[config.mk]
export PLATFORM = sky130hd
export DESIGN_NAME = pac_seq_ctrl
export DESIGN_NICKNAME = d
export VERILOG_FILES = /design/src/rtl/pac_seq_ctrl.sv
export SDC_FILE = /design/constraint.sdc
export NUM_CORES = 1
export LEC_CHECK = 0
export BUFFER_PORTS_ARGS = -buffer_cell sky130_fd_sc_hd__buf_2
export CELL_PAD_IN_SITES_DETAIL_PLACEMENT = 0
export CELL_PAD_IN_SITES_GLOBAL_PLACEMENT = 1
export CORE_UTILIZATION = 32
export CTS_CLUSTER_SIZE = 10
export DETAILED_ROUTE_END_ITERATION = 16
export PLACE_DENSITY = 0.82
export RECOVER_POWER = 50
export SYNTH_ARGS = -nofsm -noshare
export SYNTH_HDL_FRONTEND = slang
export SYNTH_SLANG_ARGS = --single-unit
[constraint.sdc]
create_clock -name clock -period 2.3 [get_ports clock]
set_clock_uncertainty 0.05 [all_clocks]
set_input_delay 0.23 -clock clock [delete_from_list [all_inputs] [get_ports clock]]
set_output_delay 0.23 -clock clock [all_outputs]
set_load 0.02 [all_outputs]
[src/rtl/pac_seq_ctrl.sv]
// pac_seq_ctrl: PACUnit sequencer for load/run/branch-wait/drain with fetch tracking and a branch-wait watchdog
module pac_seq_ctrl #(
    parameter int ADDR_W  = 32,
    parameter int DEPTH   = 4,
    parameter int TIMEOUT = 255,
    parameter int CNT_W   = 16
) (
    input  logic              clock,
    input  logic              reset,
    input  logic              I_Load,
    input  logic              I_Load_Done,
    input  logic              I_Start,
    input  logic              I_Abort,
    input  logic              I_Clear,
    input  logic [ADDR_W-1:0] I_End_Addr,
    input  logic [ADDR_W-1:0] I_PAC_Address,
    input  logic              I_PAC_StallReq,
    input  logic              I_Stall_Ext,
    input  logic              I_IF_Ack,
    input  logic              I_Is_Branch,
    input  logic              I_Cond_Valid,
    input  logic              I_Halt,
    output logic              O_Req_St,
    output logic              O_Req,
    output logic              O_Stall,
    output logic              O_Busy,
    output logic              O_Done,
    output logic              O_Err,
    output logic [CNT_W-1:0]  O_Fetch_Cnt
);
    localparam int IF_W = $clog2(DEPTH + 1);
    localparam int WD_W = $clog2(TIMEOUT + 1);
    localparam logic [IF_W-1:0] DEPTH_C = IF_W'(DEPTH);
    localparam logic [WD_W-1:0] WD_LAST = WD_W'(TIMEOUT - 1);

    typedef enum logic [2:0] {IDLE, LOAD, RUN, WAIT_COND, DRAIN, DONE, ERROR} state_t;

    state_t          state_q, state_d;
    logic [IF_W-1:0] inflight_q, inflight_d;
    logic [WD_W-1:0] wd_q, wd_d;
    logic [CNT_W-1:0] cnt_q, cnt_d;
    logic            req;

    always_comb begin
        req        = state_q == RUN && inflight_q < DEPTH_C && !I_Stall_Ext && !I_PAC_StallReq;
        state_d    = state_q;
        wd_d       = wd_q;
        cnt_d      = (req && cnt_q != '1) ? cnt_q + 1'b1 : cnt_q;
        inflight_d = (req && !I_IF_Ack) ? inflight_q + 1'b1 :
                     (!req && I_IF_Ack && inflight_q != '0) ? inflight_q - 1'b1 : inflight_q;
        case (state_q)
            IDLE: begin
                if (I_Load) begin
                    state_d = LOAD;
                end else if (I_Start) begin
                    state_d    = RUN;
                    cnt_d      = '0;
                    inflight_d = '0;
                end
            end
            LOAD: state_d = (I_Load_Done || I_Abort) ? IDLE : LOAD;
            RUN: begin
                if (I_Abort || I_Halt || (req && I_PAC_Address == I_End_Addr)) begin
                    state_d = DRAIN;
                end else if (I_Is_Branch && !I_Cond_Valid) begin
                    state_d = WAIT_COND;
                    wd_d    = '0;
                end
            end
            WAIT_COND: begin
                wd_d    = wd_q + 1'b1;
                state_d = I_Abort ? DRAIN : I_Cond_Valid ? RUN : (wd_q == WD_LAST) ? ERROR : WAIT_COND;
            end
            DRAIN:   state_d = (inflight_q == '0) ? DONE : DRAIN;
            DONE:    state_d = IDLE;
            ERROR:   state_d = I_Clear ? IDLE : ERROR;
            default: state_d = IDLE;
        endcase
    end

    always_ff @(posedge clock) begin
        if (reset) begin
            state_q    <= IDLE;
            inflight_q <= '0;
            wd_q       <= '0;
            cnt_q      <= '0;
        end else begin
            state_q    <= state_d;
            inflight_q <= inflight_d;
            wd_q       <= wd_d;
            cnt_q      <= cnt_d;
        end
    end

    assign O_Req_St    = state_q == LOAD;
    assign O_Req       = req;
    assign O_Stall     = state_q == WAIT_COND || state_q == ERROR;
    assign O_Busy      = !(state_q == IDLE || state_q == DONE);
    assign O_Done      = state_q == DONE;
    assign O_Err       = state_q == ERROR;
    assign O_Fetch_Cnt = cnt_q;
endmodule

==> results_dict.tcl, run 1 <==
set metrics [dict create \
    outcome "finished, final reports clean" \
    p_per_area_nw_per_um2 457 \
    netlist_area_um2 2080 \
    antenna_found_initial 0 \
    slew_headroom_pct 59.4 \
    drc 0 \
    async_reset_ff_share_pct 0 \
    clk_pin_slew_ns 0.06 \
    regToRegSetupSlack_ns 0.18 \
    fin_crit_ns 2.12 \
    hold_path_class "primary input to register" \
    ant_nets 0 \
    initial_utilization_pct 33.0 \
    ys_ff_latch 30 \
    whs_ns 0.132 \
    num_rows 29 \
    coreArea_um2 6310 \
    min-delay-start "reset" \
    slew_violations 0 \
    drt_iter0_markers 83 \
    n_fill_cell 675 \
    die_height_um 82.7 \
    yosys_warnings 0 \
    cts_made_buffers 5 \
    ff2ff_path_depth 7 \
    multi_input_area_um2 1430 \
    r2r-end "state_q[2]" \
    grt_pass1_wl_um 8830 \
    cts_max_path_buffers 2 \
    wirelength_um 5440 \
    synth_cell_types 46 \
    cts_max_level 2 \
    m1WireLength_um 2560 \
    dr_wl_met2_um 2630 \
    finalNetCount 462 \
    hold_viol 0 \
    tightest_slew_ns 0.609 \
    syn-num-nets 355 \
    area_delta_synth_final_pct 33.2 \
    ir_drop_mv 0.261 \
    drv_cap 0 \
    n_antenna_cell 0 \
    routed-via-count 2193 \
    yosysSeqAreaShare_pct 28.8 \
    wl_per_cell_um 12.0 \
    yosys.area.top_type "dfxtp_1" \
    regArea_um2 601 \
    yosys.area.top_type_share_pct 28.8 \
    finalSetupTns_ns 0 \
    clk_latency_ns 0.28 \
    grt_max_degree 20 \
    clockRootBuffer "clkbuf_8" \
    worstSetupPathType "register to register" \
    fmax_mhz 472 \
    critPathMaxFanout 11 \
    dp_hpwl_um 4380 \
    cts_tree "done" \
    r2r_start "state_q[2]" \
    end_kind "register" \
    route.met3.wl_um 192 \
    synth_commonest_cells "nor2_1, xnor2_1, dfxtp_1" \
    fin_crit_sh_pct 92.1 \
    synth_most_common_cell "nor2_1" \
    crit_path_start_kind "register" \
    portBuffers 98 \
    clkSinkCount 30 \
    ys_top_cells_by_area "dfxtp_1, xnor2_1, nor2_1" \
    min_path_cells 2 \
    cts_setup_buffers 0 \
    track_usage_pct 16.9 \
    cts-resized-gates 0 \
    overflow 0 \
    drive_gt1_share_pct 25.7 \
    synth-main-ff-cell "dfxtp_1" \
    grt_pass1_vias 1986 \
    required_ns 2.45 \
    rsz0062_at_grt "false" \
    whs_endpoint "wd_q[0]" \
    postCtsHoldBufs 0 \
    die_x_um 82.7 \
    synth_edf_count 0 \
    final-setup-viol-count 0 \
    die_area_um2 6830 \
    maxUsedRoutingLayer "met4" \
    cp_data_arrival_time_ns 2.27 \
    vias_per_cell 4.82 \
    netlist_instances 272 \
    syn_area_per_cell_um2 7.65 \
    drt_pass1_iterations 4 \
    io_pins 99 \
    leakage_nw 1.09 \
    gp_congestion 0.802 \
]
## cell usage in the layout, fill, tap and decap left out, drive strengths merged, types with 3 or more instances in the layout
| cell type | netlist | final |
|---|---|---|
| xor2 | 9 | 9 |
| nor2 | 42 | 42 |
| inv | 11 | 11 |
| ha | 6 | 6 |
| or2 | 3 | 3 |
| a21oi | 10 | 10 |
| xnor2 | 39 | 39 |
| dfxtp | 30 | 30 |
| nor4 | 6 | 6 |
| buf | 2 | 83 |
| nand3 | 14 | 14 |
| and2 | 3 | 3 |
| nor2b | 4 | 4 |
| nor3 | 9 | 9 |
| nand2b | 4 | 4 |
| a31oi | 7 | 7 |
| clkbuf | 4 | 29 |
| nand2 | 26 | 26 |
| nand4 | 12 | 12 |
## power by group
part	internal [W]	switching, W
clock network	0.000230	0.000180
logic	0.000148	0.000161
registers	0.000535	0.0000127
## metrics by stage
stage          setup slack (ns)  power [W]  area, µm²  instances  util, %
2_1_floorplan             0.386   0.000740       2080        272        -
3_3_place_gp              0.201   0.000869       2710        449     42.8
3_5_place_dp              0.116   0.000870       2710        449     42.8
4_1_cts                   0.100    0.00129       2790        455     44.2
5_1_grt                  0.0225    0.00134       2770        455     43.9
6_report                  0.183    0.00127       2770        455     43.9
## flip-flops by register name, summed over array words and instances, names as in the netlist
| register | cells |
|---|---|
| state_q | 3 |
| O_Fetch_Cnt | 16 |
| inflight_q | 3 |
| wd_q | 8 |
## critical path, cell delays in order, from the launching register on
cell     delay (ns)
dfxtp_1        0.30
and2b_1        0.28
nand2_1        0.17
nor4_4         0.35
nand4_4        0.22
buf_4          0.25
a211o_1        0.28
a31oi_1        0.13
## per-layer routing
metal  vias to the layer above  GRT usage [%]
li1                       1154              -
met1                       993           20.5
met2                        40           28.7
met3                         6           4.51
met4                         0           5.34
met5                         -              0
## cells by family (layout without fill, tap and decap cells)
logic type / after synthesis / after routing / synth area share (%)
and+or+nand+nor: 133 / 133 / 31.9
xor gates and xnor gates: 48 / 48 / 20.2
AOI/OAI and AO/OA: 36 / 36 / 11.7
DFF: 30 / 30 / 28.8
buffers and inverters: 18 / 124 / 3.30
adders and majority gates: 6 / 6 / 3.61
muxes: 1 / 1 / 0.481
## worst max-delay path by stage
stage / startpoint / to / slack (ns)
3_5_place_dp: I_Stall_Ext / state_q[2] / 0.12
4_1_cts: state_q[2] / state_q[2] / 0.10
3_3_place_gp: I_Stall_Ext / state_q[2] / 0.20
2_1_floorplan: O_Fetch_Cnt[7] / O_Fetch_Cnt[2] / 0.39
5_1_grt: state_q[2] / state_q[2] / 0.02
6_report: state_q[2] / state_q[2] / 0.18
## area by class of cell
class	count	share of cell area [%]
clock buffers	6	2.98
inverters	12	1.62
multi-input cells	224	51.6
flip-flops and latches	30	21.7
well taps	77	3.47
repair buffers	106	18.7
(Power assumes the default switching activity.)
==> run 2: changes to the inputs <==
--- a/config.mk
+++ b/config.mk
@@ -9,9 +9,9 @@
 export CELL_PAD_IN_SITES_DETAIL_PLACEMENT = 0
 export CELL_PAD_IN_SITES_GLOBAL_PLACEMENT = 1
 export CORE_UTILIZATION = 32
-export CTS_CLUSTER_SIZE = 10
+export CTS_CLUSTER_SIZE = 12
 export DETAILED_ROUTE_END_ITERATION = 16
-export PLACE_DENSITY = 0.82
+export PLACE_DENSITY_LB_ADDON = 0.1
 export RECOVER_POWER = 50
 export SYNTH_ARGS = -nofsm -noshare
 export SYNTH_HDL_FRONTEND = slang
==> results_dict.tcl, run 2 (synthesis results as in run 1) <==
set metrics [dict create \
    outcome "finished, final reports clean" \
    regToRegSetupSlack_ns 0.16 \
    largest_register_ffs 16 \
    r2r-end "wd_q[6]" \
    area_delta_synth_final_pct 34.0 \
    finalSetupTns_ns 0 \
    vias_per_cell 4.79 \
    clk_pin_slew_ns 0.06 \
    clkSinkCount 30 \
    required_ns 2.44 \
    wl_per_cell_um 11.7 \
    die_area_um2 6830 \
    fmax_mhz 466 \
    critPathMaxFanout 14 \
    die_x_um 82.7 \
    final_common_cell "buf_2" \
    antenna_found_initial 0 \
    leakage_nw 1.10 \
    tightest_slew_ns 0.603 \
    worstSetupPathType "register to register" \
    fin_crit_sh_pct 93.2 \
    routed-via-count 2205 \
    p_seq_share_pct 42.1 \
    fin_crit_ns 2.14 \
    cts-resized-gates 0 \
    path_delay_family "simple AND/OR/NAND/NOR gates" \
    clk_latency_ns 0.28 \
    combPwrFrac_pct 23.8 \
    whs_ns 0.117 \
    finalNetCount 465 \
    postCtsHoldBufs 0 \
    use_met3_pct 4.62 \
    io_pins 99 \
    p_per_area_nw_per_um2 467 \
    overflow 0 \
    switching_power_w 0.000375 \
    track_usage_pct 16.4 \
    drt_pass1_iterations 4 \
    hold_path_class "primary input to register" \
    final_cell_mix "buf_2, nor2_1, xnor2_1" \
    grt-busiest-layer "met2" \
    rsz0062_at_grt "false" \
    wirelength_um 5400 \
    cts_max_level 2 \
    drive_gt1_share_pct 26.6 \
    slew_violations 0 \
    initial_utilization_pct 33.0 \
    grt_pass1_vias 1949 \
    final-setup-viol-count 0 \
    cts_made_buffers 5 \
    r2r_start "state_q[0]" \
    die_height_um 82.7 \
    drt_iter0_markers 66 \
    grt_max_degree 20 \
    crit_buf_inv 0 \
    gp_congestion 0.771 \
    slowest_stage "a31o_1" \
    grt_pass1_wl_um 8580 \
    max_stage_delay_ns 0.42 \
    p_int_w 0.000928 \
    final_area_um2 2790 \
    drc 0 \
    drv_cap 0 \
    postPlaceCellArea_um2 2730 \
    cts_setup_buffers 0 \
    end_kind "register" \
    hold_viol 0 \
    dp_hpwl_um 4280 \
    n_antenna_cell 0 \
    pwr-share-clk_pct 34.0 \
    p_sw_share_pct 28.8 \
    clockRootBuffer "clkbuf_8" \
    ant_nets 0 \
    ff2ff_path_depth 6 \
    cts_max_path_buffers 2 \
    cp_data_arrival_time_ns 2.28 \
    num_rows 29 \
    min-delay-start "reset" \
    cts_tree "done" \
    coreArea_um2 6310 \
    portBuffers 98 \
    slew_headroom_pct 59.8 \
    crit_path_start_kind "register" \
    min_path_cells 2 \
    grt_use_met2_pct 25.7 \
    grtUsageMet1_pct 21.9 \
    path_common_cell "nor4_2" \
    path_cells "nor4_2, nand2_1, nor4_2, nand4_2, a31o_1, a311oi_1" \
    whs_endpoint "wd_q[0]" \
    ir_drop_mv 0.193 \
]
-- run 2: cell count changes in the layout (fill, tap and decap cells not counted), sizes merged --
cell,before,now
clkbuf,29,28
buf,83,88
clkinv,1,2
-- run 2: area by class of cell --
class,instances,area (µm²)
Inverter,12,45.0
Clock buffer,7,86.3
Multi-Input combinational cell,224,1410
Sequential cell,30,601
Fill cell,681,3520
Clock inverter,1,5.00
Tap cell,77,96.3
Timing Repair Buffer,109,543
-- run 2: routing by layer --
layer	share of wire (%)	vias up
met4	0.81	0
met1	48	953
met2	43	86
li1	-	1162
met3	7.4	4
met5	0	-
-- run 2: stage by stage --
step | power [W] | util (%) | setup slack (ns) | instances
floorplan | 0.000740 | - | 0.386 | 272
global placement | 0.000878 | 43.2 | 0.143 | 452
detailed placement | 0.000877 | 43.2 | 0.140 | 452
CTS | 0.00132 | 44.6 | 0.147 | 460
global route | 0.00138 | 44.2 | 0.00323 | 460
finish | 0.00130 | 44.2 | 0.156 | 460
-- run 2: worst max-delay path by stage --
stage	from	to	cells past startpoint
after floorplan	O_Fetch_Cnt[7]	O_Fetch_Cnt[2]	6
after global placement	I_End_Addr[28]	wd_q[6]	7
after detailed placement	I_Stall_Ext	wd_q[6]	7
after CTS	state_q[0]	wd_q[6]	6
after global routing	state_q[0]	wd_q[6]	6
final	state_q[0]	wd_q[6]	6
-- run 2: power groups by stage --
stage / registers [W] / logic [W] / clock network [W]
2_1_floorplan: 0.000561 / 0.000179 / 0
3_3_place_gp: 0.000560 / 0.000318 / 0
3_5_place_dp: 0.000560 / 0.000317 / 0
4_1_cts: 0.000549 / 0.000318 / 0.000455
5_1_grt: 0.000551 / 0.000351 / 0.000481
6_report: 0.000549 / 0.000310 / 0.000443
